<file path="src/rtl/mux_scan_reg.sv">
// N:1 channel selector with registered output. It has a direct mode (an external select)
// and a scan mode (round-robin with a dwell). Define MUX_SCAN_REG_PARITY_EN to add out_par.
module mux_scan_reg #(
   parameter int WIDTH    = 8,
   parameter int CHANNELS = 4,
   parameter int SEL_W    = 2,
   parameter int DWELL    = 4
) (
   input  logic                      clk,
   input  logic                      rst,
   input  logic [CHANNELS*WIDTH-1:0] in_bus,
   input  logic [SEL_W-1:0]          sel,
   input  logic                      mode,
   input  logic                      en,
   output logic [WIDTH-1:0]          out,
   output logic [SEL_W-1:0]          out_ch,
   output logic                      out_valid,
`ifdef MUX_SCAN_REG_PARITY_EN
   output logic                      out_par,
`endif
   output logic                      wrap
);

   localparam int DW_W = (DWELL > 1) ? $clog2(DWELL) : 1;
   localparam logic [SEL_W-1:0] LAST_CH    = SEL_W'(CHANNELS - 1);
   localparam logic [DW_W-1:0]  DWELL_LAST = DW_W'(DWELL - 1);

   typedef enum logic {DIRECT = 1'b0, SCAN = 1'b1} state_t;

   state_t             state, state_nxt;
   logic [SEL_W-1:0]   ch_cnt, ch_nxt;
   logic [DW_W-1:0]    dwell_cnt, dwell_nxt;
   logic [WIDTH-1:0]   chan [CHANNELS];
   logic [WIDTH-1:0]   dir_data, scan_data, cap_data;
   logic               dir_hit;
   logic [SEL_W-1:0]   cap_ch;
   logic               cap, cap_vld, wrap_nxt;

   for (genvar k = 0; k < CHANNELS; k++) begin : g_ch
      assign chan[k] = in_bus[k*WIDTH +: WIDTH];
   end

   // Compare-based muxes: an out-of-range select matches nothing and yields zero, never X.
   always_comb begin
      dir_data  = '0;
      dir_hit   = 1'b0;
      scan_data = '0;
      for (int k = 0; k < CHANNELS; k++) begin
         if (sel == SEL_W'(k)) begin
            dir_data = chan[k];
            dir_hit  = 1'b1;
         end
         if (ch_cnt == SEL_W'(k)) scan_data = chan[k];
      end
   end

   always_comb begin
      state_nxt = state;
      ch_nxt    = ch_cnt;
      dwell_nxt = dwell_cnt;
      cap       = 1'b0;
      cap_data  = '0;
      cap_ch    = ch_cnt;
      cap_vld   = 1'b0;
      wrap_nxt  = 1'b0;
      case (state)
         DIRECT: begin
            if (en) begin
               cap     = 1'b1;
               cap_ch  = sel;
               cap_vld = dir_hit;
               if (dir_hit) cap_data = dir_data;
            end
            if (mode) begin
               state_nxt = SCAN;
               ch_nxt    = '0;
               dwell_nxt = '0;
            end
         end
         SCAN: begin
            if (en) begin
               cap      = 1'b1;
               cap_data = scan_data;
               cap_ch   = ch_cnt;
               cap_vld  = 1'b1;
               if (dwell_cnt == DWELL_LAST) begin
                  dwell_nxt = '0;
                  if (ch_cnt == LAST_CH) begin
                     ch_nxt   = '0;
                     wrap_nxt = 1'b1;
                  end else begin
                     ch_nxt = ch_cnt + 1'b1;
                  end
               end else begin
                  dwell_nxt = dwell_cnt + 1'b1;
               end
            end
            // Leaving scan restarts the walk from channel 0 next time.
            if (!mode) begin
               state_nxt = DIRECT;
               ch_nxt    = '0;
               dwell_nxt = '0;
            end
         end
         default: state_nxt = DIRECT;
      endcase
   end

   always_ff @(posedge clk) begin
      if (rst) begin
         state     <= DIRECT;
         ch_cnt    <= '0;
         dwell_cnt <= '0;
         out       <= '0;
         out_ch    <= '0;
         out_valid <= 1'b0;
         wrap      <= 1'b0;
`ifdef MUX_SCAN_REG_PARITY_EN
         out_par   <= 1'b0;
`endif
      end else begin
         state     <= state_nxt;
         ch_cnt    <= ch_nxt;
         dwell_cnt <= dwell_nxt;
         out_valid <= cap_vld;
         wrap      <= wrap_nxt;
         if (cap) begin
            out    <= cap_data;
            out_ch <= cap_ch;
`ifdef MUX_SCAN_REG_PARITY_EN
            out_par <= ^cap_data;
`endif
         end
      end
   end

endmodule

</file>
<file path="config.mk">
export PLATFORM = sky130hd
export DESIGN_NAME = mux_scan_reg
export DESIGN_NICKNAME = d
export VERILOG_FILES = /design/src/rtl/mux_scan_reg.sv
export SDC_FILE = /design/constraint.sdc
export NUM_CORES = 1
export LEC_CHECK = 0
export ABC_AREA = 1
export CORE_UTILIZATION = 49
export CTS_CLUSTER_SIZE = 20
export DETAILED_ROUTE_END_ITERATION = 8
export PLACE_DENSITY = 0.88
export SLEW_MARGIN = 20
export SYNTH_ARGS = -nofsm -noshare
export SYNTH_HDL_FRONTEND = slang
export SYNTH_SLANG_ARGS = --single-unit
</file>
<file path="constraint.sdc">
create_clock -name clk -period 3.3 [get_ports clk]
set_input_delay 0.825 -clock clk [delete_from_list [all_inputs] [get_ports clk]]
set_output_delay 0.825 -clock clk [all_outputs]
set_load 0.01 [all_outputs]
</file>
==> results.yml <==
cts:
  cts_resized: 0
  cts_tree: "done"
  clock_path_buffers: 2
  cts.htree.levels: 1
  clk_pin_slew_ns: 0.09
  clock_latency_ns: 0.29
  ctsHoldBuffers: 0
  cts_root_buf: "clkbuf_4"
  numCtsBuffers: 3
  cts_setup_buffers: 0
  clock-sinks: 17
timing:
  fin_skew_ns: 0.0107
  timing.fmax_mhz: 453
  fin_setup_tns_ns: 0
  fin_crit_ns: 2.21
  finalWorstSetupSlack_ns: 1.09
  maxSlewHeadroom_pct: 52.3
  finalMaxSlewViolations: 0
  hold_viol_final: 0
  grt_setup_unrepaired: "no"
  worst_pin_slew_ns: 0.715
  setup_viol: 0
  fin_crit_sh_pct: 67.0
  whs_ns: 0.474
hold_path:
  hold_depth: 2
  hold_start: "dwell_cnt[1]"
  whs_endpoint: "dwell_cnt[1]"
  hold_class: "flop to flop"
die:
  rows: 19
  die_w_um: 56.3
  dieArea_mm2: 0.00317
  initial_core_util_pct: 51.9
  die_h_um: 56.3
  ios: 50
  coreArea_mm2: 0.00278
routing:
  via_per_inst: 5.41
  dr.pass1.iters: 5
  drt_iter0_drc: 65
  drcViolationCount: 0
  drt-total-wl_um: 3880
  dr_total_vias: 1715
  drtAntennaViolNets: 0
  wl_per_cell_um: 12.2
place:
  dp_worst_setup_slack_ns: 0.830
  hpwl_um: 3000
  gp_congestion: 0.875
  dp_cells: 313
  placed_area_mm2: 0.00190
  io_buffer_count: 49
synthesis:
  yosys-top-cells-area: "dfxtp_1 24%, nand2_1 19%, inv_1 8.1%"
  synth_cells: 245
  synth_area_mm2: 0.00144
  synth_top_area_share_pct: 23.6
  ys_ff_latch: 17
  ys_types: 24
  syn_nets: 288
  synth_warnings: 0
  yosysSeqAreaShare_pct: 23.6
  syn_area_per_cell_um2: 5.89
  synth_top_cell_by_area: "dfxtp_1"
worst_setup_path:
  path_cells: "clkdlybuf4s50_1 > nand2_2 > o21ai_0 > a21oi_1 > nand2_1 > a21oi_1"
  path_buf_inv: 1
  ff2ff_path_depth: 8
  critPathRequiredTime_ns: 3.52
  path_max_fanout: 14
  reg2reg_to: "out[7]"
  end_kind: "flop"
  critPathLaunchType: "input port"
  critPathMaxStageDelay_ns: 0.67
  critPathSlowestCell: "clkdlybuf4s50_1"
  critPathKind: "input port to flop"
  crit_family: "buffers and inverters"
  reg2reg_setup_slack_ns: 1.61
  rr_startpoint: "ch_cnt[0]"
  arrival_ns: 2.43
  cpMostUsedCell: "a21oi_1"
final_layout:
  drive_gt1_share_pct: 7.69
  fillers: 264
  fin_cells: 317
  fin_area_mm2: 0.00192
  antenna_cells: 0
  fin_util_pct: 69.2
  final_nets: 330
  syn2layout_area_growth_pct: 33.4
grt:
  grt_use_total_pct: 25.6
  grt_pass1_wl_um: 6590
  antenna_found_initial: 0
  grt_remaining_overflow: 0
  grt_max_degree: 17
  grt_pass1_vias: 1602
flow_run:
  drv_cap: 0
pwr:
  total_power_uw: 491
  leakagePower_nw: 0.913
  ir_worst_vdd_uv: 249
  p_per_area_mw_per_mm2: 255
outcome:
  status: "complete, no violations"
## state kept, by name (all words and copies together), names as in the netlist
name,count
out,8
out_ch,2
ch_cnt,2
state,1
wrap,1
dwell_cnt,2
out_valid,1
## layout by cell type (no fill, tap or decap), types with 5 or more instances in the layout
master and count:
nand2_1 72, clkdlybuf4s50_1 49, inv_1 31, o21ai_0 23, nand3_1 23, a21oi_1 20
dfxtp_1 17, nor2_1 13, a21oi_2 11, ha_1 5
## metal layers
| layer | GRT usage (%) | vias to the layer above | part of all wire (%) |
|---|---|---|---|
| met1 | 31.8 | 767 | 43 |
| met3 | 5.30 | 2 | 7.3 |
| met2 | 45.6 | 81 | 49 |
| met4 | 5.23 | 0 | 0.26 |
| met5 | 0 | - | 0 |
| li1 | - | 865 | - |
## worst min-delay path: stages, from the launching register on
cell and delay [ns]:
dfxtp_1 0.32, nand2_1 0.06, a21oi_1 0.05
## final cells by class
| class | instances | area [µm²] | share of cell area, % |
|---|---|---|---|
| repair buffers | 49 | 490 | 25.5 |
| well taps | 31 | 38.8 | 2.02 |
| clock buffers | 4 | 26.3 | 1.37 |
| flip-flops and latches | 17 | 340 | 17.7 |
| multi-input cells | 182 | 901 | 46.8 |
| inverters | 34 | 128 | 6.63 |
## cell usage after synthesis (all sizes together)
cell and n:
nand2 73, inv 34, a21oi 31, o21ai 25, nand3 23, dfxtp 17
nor2 14, buf 10, or2 6, ha 5, clkbuf 2, nor3 2
nand4 1, o21bai 1, o221ai 1
## power by group
group | switching (mW) | leakage [nW] | internal [mW]
clock network | 0.0640 | 0.0150 | 0.0470
registers | 0.00573 | 0.140 | 0.215
logic | 0.0770 | 0.758 | 0.0818
## how the worst max path moves through the flow
stage                      start            to  slack (ns)  depth (start not counted)
after floorplan           sel[1]        out[3]        1.78                          7
after global placement    sel[0]        out[5]        0.85                          6
after detailed placement  sel[0]        out[7]        0.83                          8
after CTS                     en  dwell_cnt[1]        1.14                          6
after global routing          en  dwell_cnt[1]        0.98                          6
final                         en  dwell_cnt[1]        1.09                          6
## cell families (layout without fill, tap and decap cells)
kind of cell    count (synthesis)  count (layout)  synth area share, %
simple gates                  119             119                 34.7
compound gates                 58              58                 23.4
buf+inv                        46              87                 14.0
flops                          17              17                 23.6
fa+ha+maj                       5               5                 4.34
Power figures use the tool's default switching activity.
